**src/rtl/volatility_feed_ctrl_if.sv**
```systemverilog
// Top-of-book update channel from the order book into volatility_feed_ctrl.
// The master drives an update and the slave answers with ready.
interface volatility_feed_ctrl_if #(
   parameter int DATA_WIDTH = 32,
   parameter int NUM_STOCKS = 4
);
   localparam int SW = (NUM_STOCKS > 1) ? $clog2(NUM_STOCKS) : 1;

   logic                  i_valid;
   logic                  o_ready;
   logic [SW-1:0]         i_stock_id;
   logic [DATA_WIDTH-1:0] i_best_bid;
   logic [DATA_WIDTH-1:0] i_best_ask;

   modport master (output i_valid, i_stock_id, i_best_bid, i_best_ask, input o_ready);
   modport slave  (input i_valid, i_stock_id, i_best_bid, i_best_ask, output o_ready);
endinterface

```
**src/rtl/volatility_feed_ctrl.sv**
```systemverilog
// Write-side controller for the per-stock mid-price history: queues updates and emits flat-address writes.
// Optional VOL_FEED_DEDUP_EN discards updates that repeat the last emitted {bid, ask} of their stock.
module volatility_feed_ctrl #(
   parameter int DATA_WIDTH   = 32,
   parameter int FP_WORD_SIZE = 64,
   parameter int BUFFER_SIZE  = 32,
   parameter int NUM_STOCKS   = 4,
   parameter int FIFO_DEPTH   = 4,
   localparam int SW = (NUM_STOCKS > 1) ? $clog2(NUM_STOCKS) : 1,
   localparam int AW = $clog2(NUM_STOCKS * BUFFER_SIZE),
   localparam int FW = $clog2(BUFFER_SIZE + 1)
) (
   input  logic                    i_clk,
   input  logic                    i_reset_n,
   volatility_feed_ctrl_if.slave   upd,
   input  logic                    i_clear,
   input  logic [SW-1:0]           i_clear_stock,
   output logic                    o_valid,
   output logic [AW-1:0]           o_write_address,
   output logic [SW-1:0]           o_stock_id,
   output logic [DATA_WIDTH-1:0]   o_best_bid,
   output logic [DATA_WIDTH-1:0]   o_best_ask,
   output logic [DATA_WIDTH-1:0]   o_buffer_size,
   output logic [FP_WORD_SIZE-1:0] o_buffer_size_reciprocal,
   output logic [FW-1:0]           o_fill,
   output logic                    o_buffer_full,
   output logic [15:0]             o_drop_count
);
   localparam int PW = $clog2(BUFFER_SIZE);
   localparam int QW = $clog2(FIFO_DEPTH);
   localparam int EW = SW + 2 * DATA_WIDTH;
   localparam logic [SW:0] NS_L = (SW+1)'(NUM_STOCKS);
   localparam logic [FP_WORD_SIZE-1:0] RECIP = FP_WORD_SIZE'((64'd1 << 32) / 64'(BUFFER_SIZE));

   function automatic logic [15:0] sat_add16(input logic [15:0] a, input logic [1:0] inc);
      logic [16:0] s;
      s = {1'b0, a} + 17'(inc);
      return s[16] ? 16'hFFFF : s[15:0];
   endfunction

   function automatic logic [FW-1:0] sat_fill(input logic [FW-1:0] f);
      return (f == FW'(BUFFER_SIZE)) ? f : f + FW'(1);
   endfunction

   // ---- stage p0: input queue, filtered at push ----
   logic [EW-1:0] mem_p0 [FIFO_DEPTH];
   logic [QW-1:0] wr_ptr_p0, rd_ptr_p0;
   logic [QW:0]   count_p0;
   logic          handshake, drop_in, drop_push, push, pop;

   assign upd.o_ready = (count_p0 != (QW+1)'(FIFO_DEPTH));
   assign handshake   = upd.i_valid && upd.o_ready;
   assign drop_in     = ({1'b0, upd.i_stock_id} >= NS_L) ||
                        ((upd.i_best_bid == '0) && (upd.i_best_ask == '0));
   assign drop_push   = handshake && drop_in;
   assign push        = handshake && !drop_in;
   assign pop         = (count_p0 != '0);

   always_ff @(posedge i_clk or negedge i_reset_n) begin
      if (!i_reset_n) begin
         wr_ptr_p0 <= '0;
         rd_ptr_p0 <= '0;
         count_p0  <= '0;
      end else begin
         if (push) wr_ptr_p0 <= wr_ptr_p0 + QW'(1);
         if (pop)  rd_ptr_p0 <= rd_ptr_p0 + QW'(1);
         case ({push, pop})
            2'b10:   count_p0 <= count_p0 + (QW+1)'(1);
            2'b01:   count_p0 <= count_p0 - (QW+1)'(1);
            default: count_p0 <= count_p0;
         endcase
      end
   end

   always_ff @(posedge i_clk) begin
      if (push) mem_p0[wr_ptr_p0] <= {upd.i_stock_id, upd.i_best_bid, upd.i_best_ask};
   end

   logic [EW-1:0]         head;
   logic [SW-1:0]         h_id;
   logic [DATA_WIDTH-1:0] h_bid, h_ask;
   assign head  = mem_p0[rd_ptr_p0];
   assign h_id  = head[EW-1 -: SW];
   assign h_bid = head[2*DATA_WIDTH-1 -: DATA_WIDTH];
   assign h_ask = head[DATA_WIDTH-1:0];

   // A same-cycle clear of the popped stock wins: the write sees cleared state.
   logic [PW-1:0] ptr_q  [NUM_STOCKS];
   logic [FW-1:0] fill_q [NUM_STOCKS];
   logic          clear_hit, dup, emit;
   logic [PW-1:0] eff_ptr, next_ptr;
   logic [FW-1:0] eff_fill, next_fill;

   assign clear_hit = i_clear && (i_clear_stock == h_id);
   assign eff_ptr   = clear_hit ? '0 : ptr_q[h_id];
   assign eff_fill  = clear_hit ? '0 : fill_q[h_id];
   assign next_ptr  = (eff_ptr == PW'(BUFFER_SIZE - 1)) ? '0 : eff_ptr + PW'(1);
   assign next_fill = sat_fill(eff_fill);
   assign emit      = pop && !dup;

`ifdef VOL_FEED_DEDUP_EN
   logic [DATA_WIDTH-1:0] last_bid_q [NUM_STOCKS];
   logic [DATA_WIDTH-1:0] last_ask_q [NUM_STOCKS];
   assign dup = pop && !clear_hit && (last_bid_q[h_id] == h_bid) && (last_ask_q[h_id] == h_ask);

   always_ff @(posedge i_clk or negedge i_reset_n) begin
      if (!i_reset_n) begin
         for (int s = 0; s < NUM_STOCKS; s++) begin
            last_bid_q[s] <= '0;
            last_ask_q[s] <= '0;
         end
      end else begin
         for (int s = 0; s < NUM_STOCKS; s++) begin
            if (i_clear && (i_clear_stock == SW'(s))) begin
               last_bid_q[s] <= '0;
               last_ask_q[s] <= '0;
            end
         end
         if (emit) begin
            last_bid_q[h_id] <= h_bid;
            last_ask_q[h_id] <= h_ask;
         end
      end
   end
`else
   assign dup = 1'b0;
`endif

   always_ff @(posedge i_clk or negedge i_reset_n) begin
      if (!i_reset_n) begin
         for (int s = 0; s < NUM_STOCKS; s++) begin
            ptr_q[s]  <= '0;
            fill_q[s] <= '0;
         end
      end else begin
         for (int s = 0; s < NUM_STOCKS; s++) begin
            if (i_clear && (i_clear_stock == SW'(s))) begin
               ptr_q[s]  <= '0;
               fill_q[s] <= '0;
            end
         end
         if (emit) begin
            ptr_q[h_id]  <= next_ptr;
            fill_q[h_id] <= next_fill;
         end
      end
   end

   // ---- stage p1: output write register ----
   logic                  vld_p1;
   logic [AW-1:0]         addr_p1;
   logic [SW-1:0]         id_p1;
   logic [DATA_WIDTH-1:0] bid_p1, ask_p1;
   logic [FW-1:0]         fill_p1;
   logic                  full_p1;
   logic [15:0]           drops_p1;

   always_ff @(posedge i_clk or negedge i_reset_n) begin
      if (!i_reset_n) begin
         vld_p1   <= 1'b0;
         addr_p1  <= '0;
         id_p1    <= '0;
         bid_p1   <= '0;
         ask_p1   <= '0;
         fill_p1  <= '0;
         full_p1  <= 1'b0;
         drops_p1 <= '0;
      end else begin
         vld_p1   <= emit;
         drops_p1 <= sat_add16(drops_p1, {1'b0, drop_push} + {1'b0, dup});
         if (emit) begin
            addr_p1 <= AW'(h_id) * AW'(BUFFER_SIZE) + AW'(eff_ptr);
            id_p1   <= h_id;
            bid_p1  <= h_bid;
            ask_p1  <= h_ask;
            fill_p1 <= next_fill;
            full_p1 <= (next_fill == FW'(BUFFER_SIZE));
         end
      end
   end

   assign o_valid                  = vld_p1;
   assign o_write_address          = addr_p1;
   assign o_stock_id               = id_p1;
   assign o_best_bid               = bid_p1;
   assign o_best_ask               = ask_p1;
   assign o_fill                   = fill_p1;
   assign o_buffer_full            = full_p1;
   assign o_drop_count             = drops_p1;
   assign o_buffer_size            = DATA_WIDTH'(BUFFER_SIZE);
   assign o_buffer_size_reciprocal = RECIP;
endmodule

```
**src/flat_wrapper.sv**
```systemverilog
// flat-port wrapper written by rule: the top's interface ports become plain ports
module volatility_feed_ctrl_flat 
#(
   parameter int DATA_WIDTH   = 32,
   parameter int FP_WORD_SIZE = 64,
   parameter int BUFFER_SIZE  = 32,
   parameter int NUM_STOCKS   = 4,
   parameter int FIFO_DEPTH   = 4,
   localparam int SW = (NUM_STOCKS > 1) ? $clog2(NUM_STOCKS) : 1,
   localparam int AW = $clog2(NUM_STOCKS * BUFFER_SIZE),
   localparam int FW = $clog2(BUFFER_SIZE + 1)
)
  (i_clk, i_reset_n, i_clear, i_clear_stock, o_valid, o_write_address, o_stock_id, o_best_bid, o_best_ask, o_buffer_size, o_buffer_size_reciprocal, o_fill, o_buffer_full, o_drop_count, upd_i_valid, upd_i_stock_id, upd_i_best_bid, upd_i_best_ask, upd_o_ready);
  volatility_feed_ctrl_if #(.DATA_WIDTH(DATA_WIDTH), .NUM_STOCKS(NUM_STOCKS)) upd_i ();
  input  logic i_clk;
  input  logic i_reset_n;
  input  logic i_clear;
  input  logic [SW-1:0] i_clear_stock;
  output logic o_valid;
  output logic [AW-1:0] o_write_address;
  output logic [SW-1:0] o_stock_id;
  output logic [DATA_WIDTH-1:0] o_best_bid;
  output logic [DATA_WIDTH-1:0] o_best_ask;
  output logic [DATA_WIDTH-1:0] o_buffer_size;
  output logic [FP_WORD_SIZE-1:0] o_buffer_size_reciprocal;
  output logic [FW-1:0] o_fill;
  output logic o_buffer_full;
  output logic [15:0] o_drop_count;
  input wire logic [$bits(upd_i.i_valid)-1:0] upd_i_valid;
  input wire logic [$bits(upd_i.i_stock_id)-1:0] upd_i_stock_id;
  input wire logic [$bits(upd_i.i_best_bid)-1:0] upd_i_best_bid;
  input wire logic [$bits(upd_i.i_best_ask)-1:0] upd_i_best_ask;
  output wire logic [$bits(upd_i.o_ready)-1:0] upd_o_ready;
  assign upd_i.i_valid = upd_i_valid;
  assign upd_i.i_stock_id = upd_i_stock_id;
  assign upd_i.i_best_bid = upd_i_best_bid;
  assign upd_i.i_best_ask = upd_i_best_ask;
  assign upd_o_ready = upd_i.o_ready;
  volatility_feed_ctrl #(.DATA_WIDTH(DATA_WIDTH), .FP_WORD_SIZE(FP_WORD_SIZE), .BUFFER_SIZE(BUFFER_SIZE), .NUM_STOCKS(NUM_STOCKS), .FIFO_DEPTH(FIFO_DEPTH)) u_core (.i_clk(i_clk), .i_reset_n(i_reset_n), .upd(upd_i), .i_clear(i_clear), .i_clear_stock(i_clear_stock), .o_valid(o_valid), .o_write_address(o_write_address), .o_stock_id(o_stock_id), .o_best_bid(o_best_bid), .o_best_ask(o_best_ask), .o_buffer_size(o_buffer_size), .o_buffer_size_reciprocal(o_buffer_size_reciprocal), .o_fill(o_fill), .o_buffer_full(o_buffer_full), .o_drop_count(o_drop_count));
endmodule
```
**config.mk**
```make
export PLATFORM = sky130hd
export DESIGN_NAME = volatility_feed_ctrl_flat
export DESIGN_NICKNAME = d
export VERILOG_FILES = /design/src/rtl/volatility_feed_ctrl_if.sv /design/src/rtl/volatility_feed_ctrl.sv /design/src/flat_wrapper.sv
export SDC_FILE = /design/constraint.sdc
export NUM_CORES = 1
export LEC_CHECK = 0
export BUFFER_PORTS_ARGS = -buffer_cell sky130_fd_sc_hd__buf_4
export CAP_MARGIN = 20
export CORE_ASPECT_RATIO = 0.9
export CORE_MARGIN = 8
export CORE_UTILIZATION = 30
export DETAILED_ROUTE_END_ITERATION = 8
export MAX_ROUTING_LAYER = met4
export PLACE_DENSITY_LB_ADDON = 0.2
export RECOVER_POWER = 100
export SYNTH_ARGS = -nofsm -noshare
export SYNTH_HDL_FRONTEND = slang
export SYNTH_SLANG_ARGS = --single-unit
```
**constraint.sdc**
```tcl
create_clock -name i_clk -period 6.3 [get_ports i_clk]
set_input_delay 0.63 -clock i_clk [delete_from_list [all_inputs] [get_ports i_clk]]
set_output_delay 0.63 -clock i_clk [all_outputs]
set_load 0.02 [all_outputs]
```
=== Word level (Yosys, flattened, before mapping) ===
Memories as Yosys holds them, arrays and structs flattened.
Index checks and enable logic that the tools add are counted.
Widths: inputs -> output; s select.

* Add/sub/neg operators: 8
* Order comparisons: 2
* Equality and inequality tests: 10
* Mux-type cells: 30
* Bitwise operators: 1
* Reduce and logical (&&, ||, !) cells: 16

{| class="wikitable"
|+ Operators with widths
! operator !! number
|-
| $logic_not 32->1 || 2
|-
| $mux 6 || 9
|-
| $mux 5 || 9
|-
| $bwmux 24 || 1
|-
| $mux 24 || 1
|-
| $bwmux 20 || 1
|-
| $mux 20 || 1
|-
| $add 16x1->17 || 1
|-
| $mux 16 || 1
|-
| $bmux 6 s2 || 1
|-
| $demux 6 s2 || 1
|-
| $eq 6x6->1 const B || 2
|-
| $bmux 5 s2 || 1
|-
| $demux 5 s2 || 1
|-
| $logic_and 1x1->1 || 10
|-
| $add 7x5->7 || 1
|-
| $add 6x1->6 const B || 1
|-
| $eq 2x2->1 const B || 3
|-
| $pmux 3 s2 || 1
|-
| $add 5x1->5 const B || 1
|-
| $eq 5x5->1 const B || 1
|-
| $add 2x1->2 const B || 2
|-
| $eq 2x1->1 const B || 2
|-
| $add 3x1->3 const B || 1
|-
| other kinds (11) || 12
|}

* Bits in registers: 148
* Memory bits (writable): 264
* Bits of input ports: 72
* Output and inout port bits: 194
* Word-level logic and storage cells: 87
* Memories kept: 1

{| class="wikitable"
|+ Memory list
! name !! depth !! width !! rd ports !! clocked after memory_dff !! write ports !! line !! RTL
|-
| u_core.mem_p0 || 4 || 66 || 1 || 0 || 1 || volatility_feed_ctrl.sv:46 || <nowiki>logic [EW-1:0] mem_p0 [FIFO_DEPTH];</nowiki>
|}

=== Depth between registers and ports, before layout ===
An unclocked memory read counts as a cell.

* Word-level depth: 10
* Mapped depth: 16
* Depth with buffers taken out: 12

=== Worst setup path before layout ===
OpenSTA, ideal clock, no wires.

* Path kind: input -> register
* Start: input upd_i_best_ask[3]
* End: memory u_core.mem_p0[0][0] (netlist bit) (enable)
* Setup time: 0.431 ns
* Data arrival time: 2.701 ns
* Data required time: 5.869 ns
* Slack: 3.168 ns
* Stages: 5
* Buffers on the path: 0
* Cells stage by stage: nor4_1 > nand4_1 > nor4_1 > nor2_1 > and2_1

* Cells in the longest elaborated chain, start to end: 6

{| class="wikitable"
|+ RTL lines
! item !! line !! RTL
|-
| from (decl) || flat_wrapper.sv:32 || <nowiki>input wire logic [$bits(upd_i.i_best_ask)-1:0] upd_i_best_ask;</nowiki>
|-
| $logic_not 32->1 || volatility_feed_ctrl.sv:54 || <nowiki>((upd.i_best_bid == '0) && (upd.i_best_ask == '0));</nowiki>
|-
| $logic_and 1x1->1 || volatility_feed_ctrl.sv:54 ||
|-
| $logic_not 1->1 || volatility_feed_ctrl.sv:56 || <nowiki>assign push = handshake && !drop_in;</nowiki>
|-
| $logic_and 1x1->1 || volatility_feed_ctrl.sv:56 ||
|-
| $mux 1 || volatility_feed_ctrl.sv:76 || <nowiki>if (push) mem_p0[wr_ptr_p0] <= {upd.i_stock_id, upd.i_best_bid, upd.i_best_ask};</nowiki>
|-
| $mux 1 (not written as such) || volatility_feed_ctrl.sv:76 ||
|-
| to (decl) || volatility_feed_ctrl.sv:46 ||
|}

Every way passes these cells.

=== Worst setup path in the final report ===
* Start: input upd_i_best_ask[19]
* End: memory u_core.mem_p0[0][49] (netlist bit) (enable)

Same word-level chain as after synthesis.

==> flow_metrics.py <==
metrics = {
    "route": {
        "post-route-drc-count": 0,
        "routed_via_density": 4.522,
        "route.vias.total": 9307,
        "routed_wirelength_um": 41510,
        "detail_route.iter0.violations": 612,
        "detailedRoute.firstPassIterationCount": 4,
        "final_antenna_net_count": 0,
        "detail_route.wl_per_cell_um": 20.17,
    },
    "placed_design": {
        "place_inst": 1965,
        "finalWeightedCongestion": 0.7365,
        "port-buffer-count": 169,
        "dp_hpwl_um": 25610,
        "place_worst_setup_slack_ns": 1.783,
    },
    "finish": {
        "flow.area_growth_from_synthesis_pct": 14.69,
        "final_common_cell": "edfxtp_1",
        "fin_nets": 1384,
        "final_cells": 2058,
        "post_route_cells_drive_above_1_share": 0.1227,
        "fillers": 5492,
        "mostFrequentLayoutCells": "edfxtp_1, nand2_1, clkbuf_1",
    },
    "setup_path": {
        "critical_path.max_fanout": 41,
        "critPathLaunch": "upd_i_best_ask[19]",
        "worstSetupStartpointType": "input pin",
        "path_class": "input pin to flop",
        "cp.arrival_ns": 5.05,
        "regToRegSetupSlack_ns": 1.53,
        "critPathCapture": "u_core.mem_p0[0][49]",
        "worstSetupEndpointType": "flop",
        "rr_endpoint": "u_core.o_buffer_full",
        "reg2reg_depth": 12,
        "cp.required_ns": 6.46,
        "rr_startpoint": "u_core.rd_ptr_p0[0]",
    },
    "timing": {
        "portion_of_the_clock_cycle_consumed_by_the_worst_path_in_the_final_layout": 0.7756,
        "setup_ws_ns": 1.414,
        "timing_max_transition_violations_final": 307,
        "grt_setup_unrepaired": "no",
        "number_of_setup_violations_in_the_final_report": 0,
        "tightestPinTransition_ns": 2.881,
        "fmax_mhz": 204.6,
        "clock-skew-final_ns": 0.03212,
        "report.final.hold_viol_count": 0,
        "fin_tns_setup_ns": 0,
        "final.min_clock_period_ns": 4.886,
        "worst_slew_margin_rel": -0.9206,
    },
    "run_status": {
        "violations_in_the_final_reports": "capacitance limit, slew limit",
        "run_status": "finished with violations",
    },
    "power_and_ir_drop": {
        "power_density_nw_per_um2": 496.2,
        "post-layout-total-power_uw": 9528,
        "worst_vdd_drop_uv": 210.9,
        "total_leakage_power_uw": 0.007286,
    },
    "global_routing": {
        "global_route.usage.total": 0.1317,
        "grt_first_pass_wirelength_um": 62340,
        "total_gr_overflow": 0,
        "vias_in_the_first_global_route": 9873,
        "grt_antenna_before_repair": 6,
        "grt_start_max_net_pins": 103,
    },
    "die": {
        "floorplan.die_area_um2": 63640,
        "die_h_um": 240.1,
        "std_cell_rows": 82,
        "initial_utilization": 0.3022,
        "fp.coreArea_um2": 55400,
        "floorplan.die.width_um": 265.0,
        "ios": 266,
    },
    "run": {
        "timing.max_cap.violations": 9,
    },
    "synthesis": {
        "synth_edf_count": 264,
        "yosysUniqueCellTypes": 47,
        "synth_warnings": 0,
        "synth_cells": 1125,
        "post_synthesis_register_bit_count": 410,
        "yosys_most_used_dff": "edfxtp_1",
        "fraction_of_synthesis_flops_using_an_asynchronous_set_or_reset_pin": 0.3561,
        "synth_area_um2": 16740,
        "ys_seq_area_frac": 0.6917,
        "synth.avg_cell_area_um2": 14.88,
    },
    "clock_tree": {
        "clock_sinks": 410,
        "worst_setup_hold_path_clk_slew_ns": 0.06,
        "post_cts_resize_count": 0,
        "h-tree-depth": 2,
        "cts_tree": "done",
        "cts-root-buf": "clkbuf_16",
        "clk_path_buf_depth": 3,
        "clkLatencyLatePin_ns": 0.58,
        "count_of_buffers_added_by_post_cts_timing_repair_for_setup": 0,
        "cts_buffers": 45,
    },
    "min_path": {
        "kind_of_path_behind_the_tightest_hold_check": "input pin to flop",
    },
}
-- layout make-up --
cell class / instances / area [µm²] / area share
Sequential cell: 410 / 11590 / 0.6035
Multi-Input combinational cell: 644 / 4448 / 0.2316
Clock buffer: 57 / 1181 / 0.06151
Tap cell: 714 / 893.4 / 0.04652
Timing Repair Buffer: 183 / 757.0 / 0.03942
Clock inverter: 27 / 256.5 / 0.01336
Inverter: 16 / 61.31 / 0.003193
Antenna cell: 7 / 17.52 / 0.0009122
-- through the flow --
step	hold WS, ns	utilization	area (µm²)
finish	0.3139	0.3466	19200
global route	0.2796	0.3466	19200
CTS	0.2029	0.3582	19840
detailed placement	0.4578	0.3322	18410
global placement	0.4506	0.3321	18400
floorplan	0.3344	-	17100
-- critical path: stages --
cell	delay, ns
clkbuf_1	0.24
nor4_1	0.13
nand4_1	0.37
nor4_1	0.11
buf_4	0.16
nor2_1	0.41
and2_0	1.67
clkbuf_2	1.24
-- synth_stat cells, types with 11 or more instances --
| cell | number | area, µm² |
|---|---|---|
| clkbuf_1 | 33 | 123.9 |
| xnor2_1 | 11 | 96.34 |
| nor4_1 | 17 | 106.4 |
| ha_1 | 11 | 137.6 |
| mux2i_1 | 12 | 120.1 |
| dfrtp_1 | 146 | 3654 |
| nand3_1 | 57 | 285.3 |
| inv_1 | 15 | 56.30 |
| nand2_1 | 236 | 885.9 |
| edfxtp_1 | 264 | 7928 |
| mux4_2 | 72 | 1622 |
| buf_4 | 98 | 735.7 |
| o21ai_0 | 45 | 225.2 |
-- per-layer routing --
layer / share of wire / vias up / GRT usage
li1: - / 4253 / -
met1: 0.45 / 4799 / 0.1660
met2: 0.47 / 199 / 0.2095
met3: 0.060 / 56 / 0.03793
met4: 0.016 / 0 / 0.03165
met5: 0 / - / -
-- sequential cells by signal (all words and copies together) (netlist names), 3 cells and up --
| register | count |
|---|---|
| u_core.o_best_ask | 32 |
| u_core.fill_q | 24 |
| u_core.o_fill | 6 |
| u_core.count_p0 | 3 |
| u_core.ptr_q | 20 |
| u_core.o_drop_count | 16 |
| u_core.mem_p0 | 264 |
| u_core.o_best_bid | 32 |
| u_core.o_write_address | 5 |
-- cells by family after synthesis --
family                   Yosys count  share of synthesized area
flip-flops                       410                     0.6917
AND/OR/NAND/NOR                  354                    0.09304
buffers and inverters            165                    0.06143
multiplexers                      90                     0.1087
AO/OA/AOI/OAI                     71                    0.02436
XOR/XNOR                          21                    0.01098
adder cells (fa/ha/maj)           12                   0.009416
other                              2                  0.0004485
-- power by group --
group	total (µW)	switching [µW]	internal, µW
clock network	2570	1100	1470
logic	2950	1920	1030
registers	4000	372	3630
total	9530	3400	6130
-- timing repair --
item,4_1_cts,5_1_grt
hold buffers,0,1
endpoints found under the hold margin,0,34
endpoints found under the setup margin,0,0
-- worst min path at each step --
| stage | cells past startpoint | startpoint | end |
|---|---|---|---|
| after floorplan | 0 | i_reset_n | u_core.count_p0[0] |
| after global placement | 2 | u_core.o_best_ask[28] | u_core.o_best_ask[28] |
| after detailed placement | 2 | u_core.o_best_bid[20] | u_core.o_best_bid[20] |
| after CTS | 1 | i_reset_n | u_core.o_drop_count[14] |
| after global routing | 1 | upd_i_stock_id[1] | u_core.mem_p0[0][65] |
| final | 1 | upd_i_stock_id[1] | u_core.mem_p0[2][65] |
(Power assumes the default switching activity.)
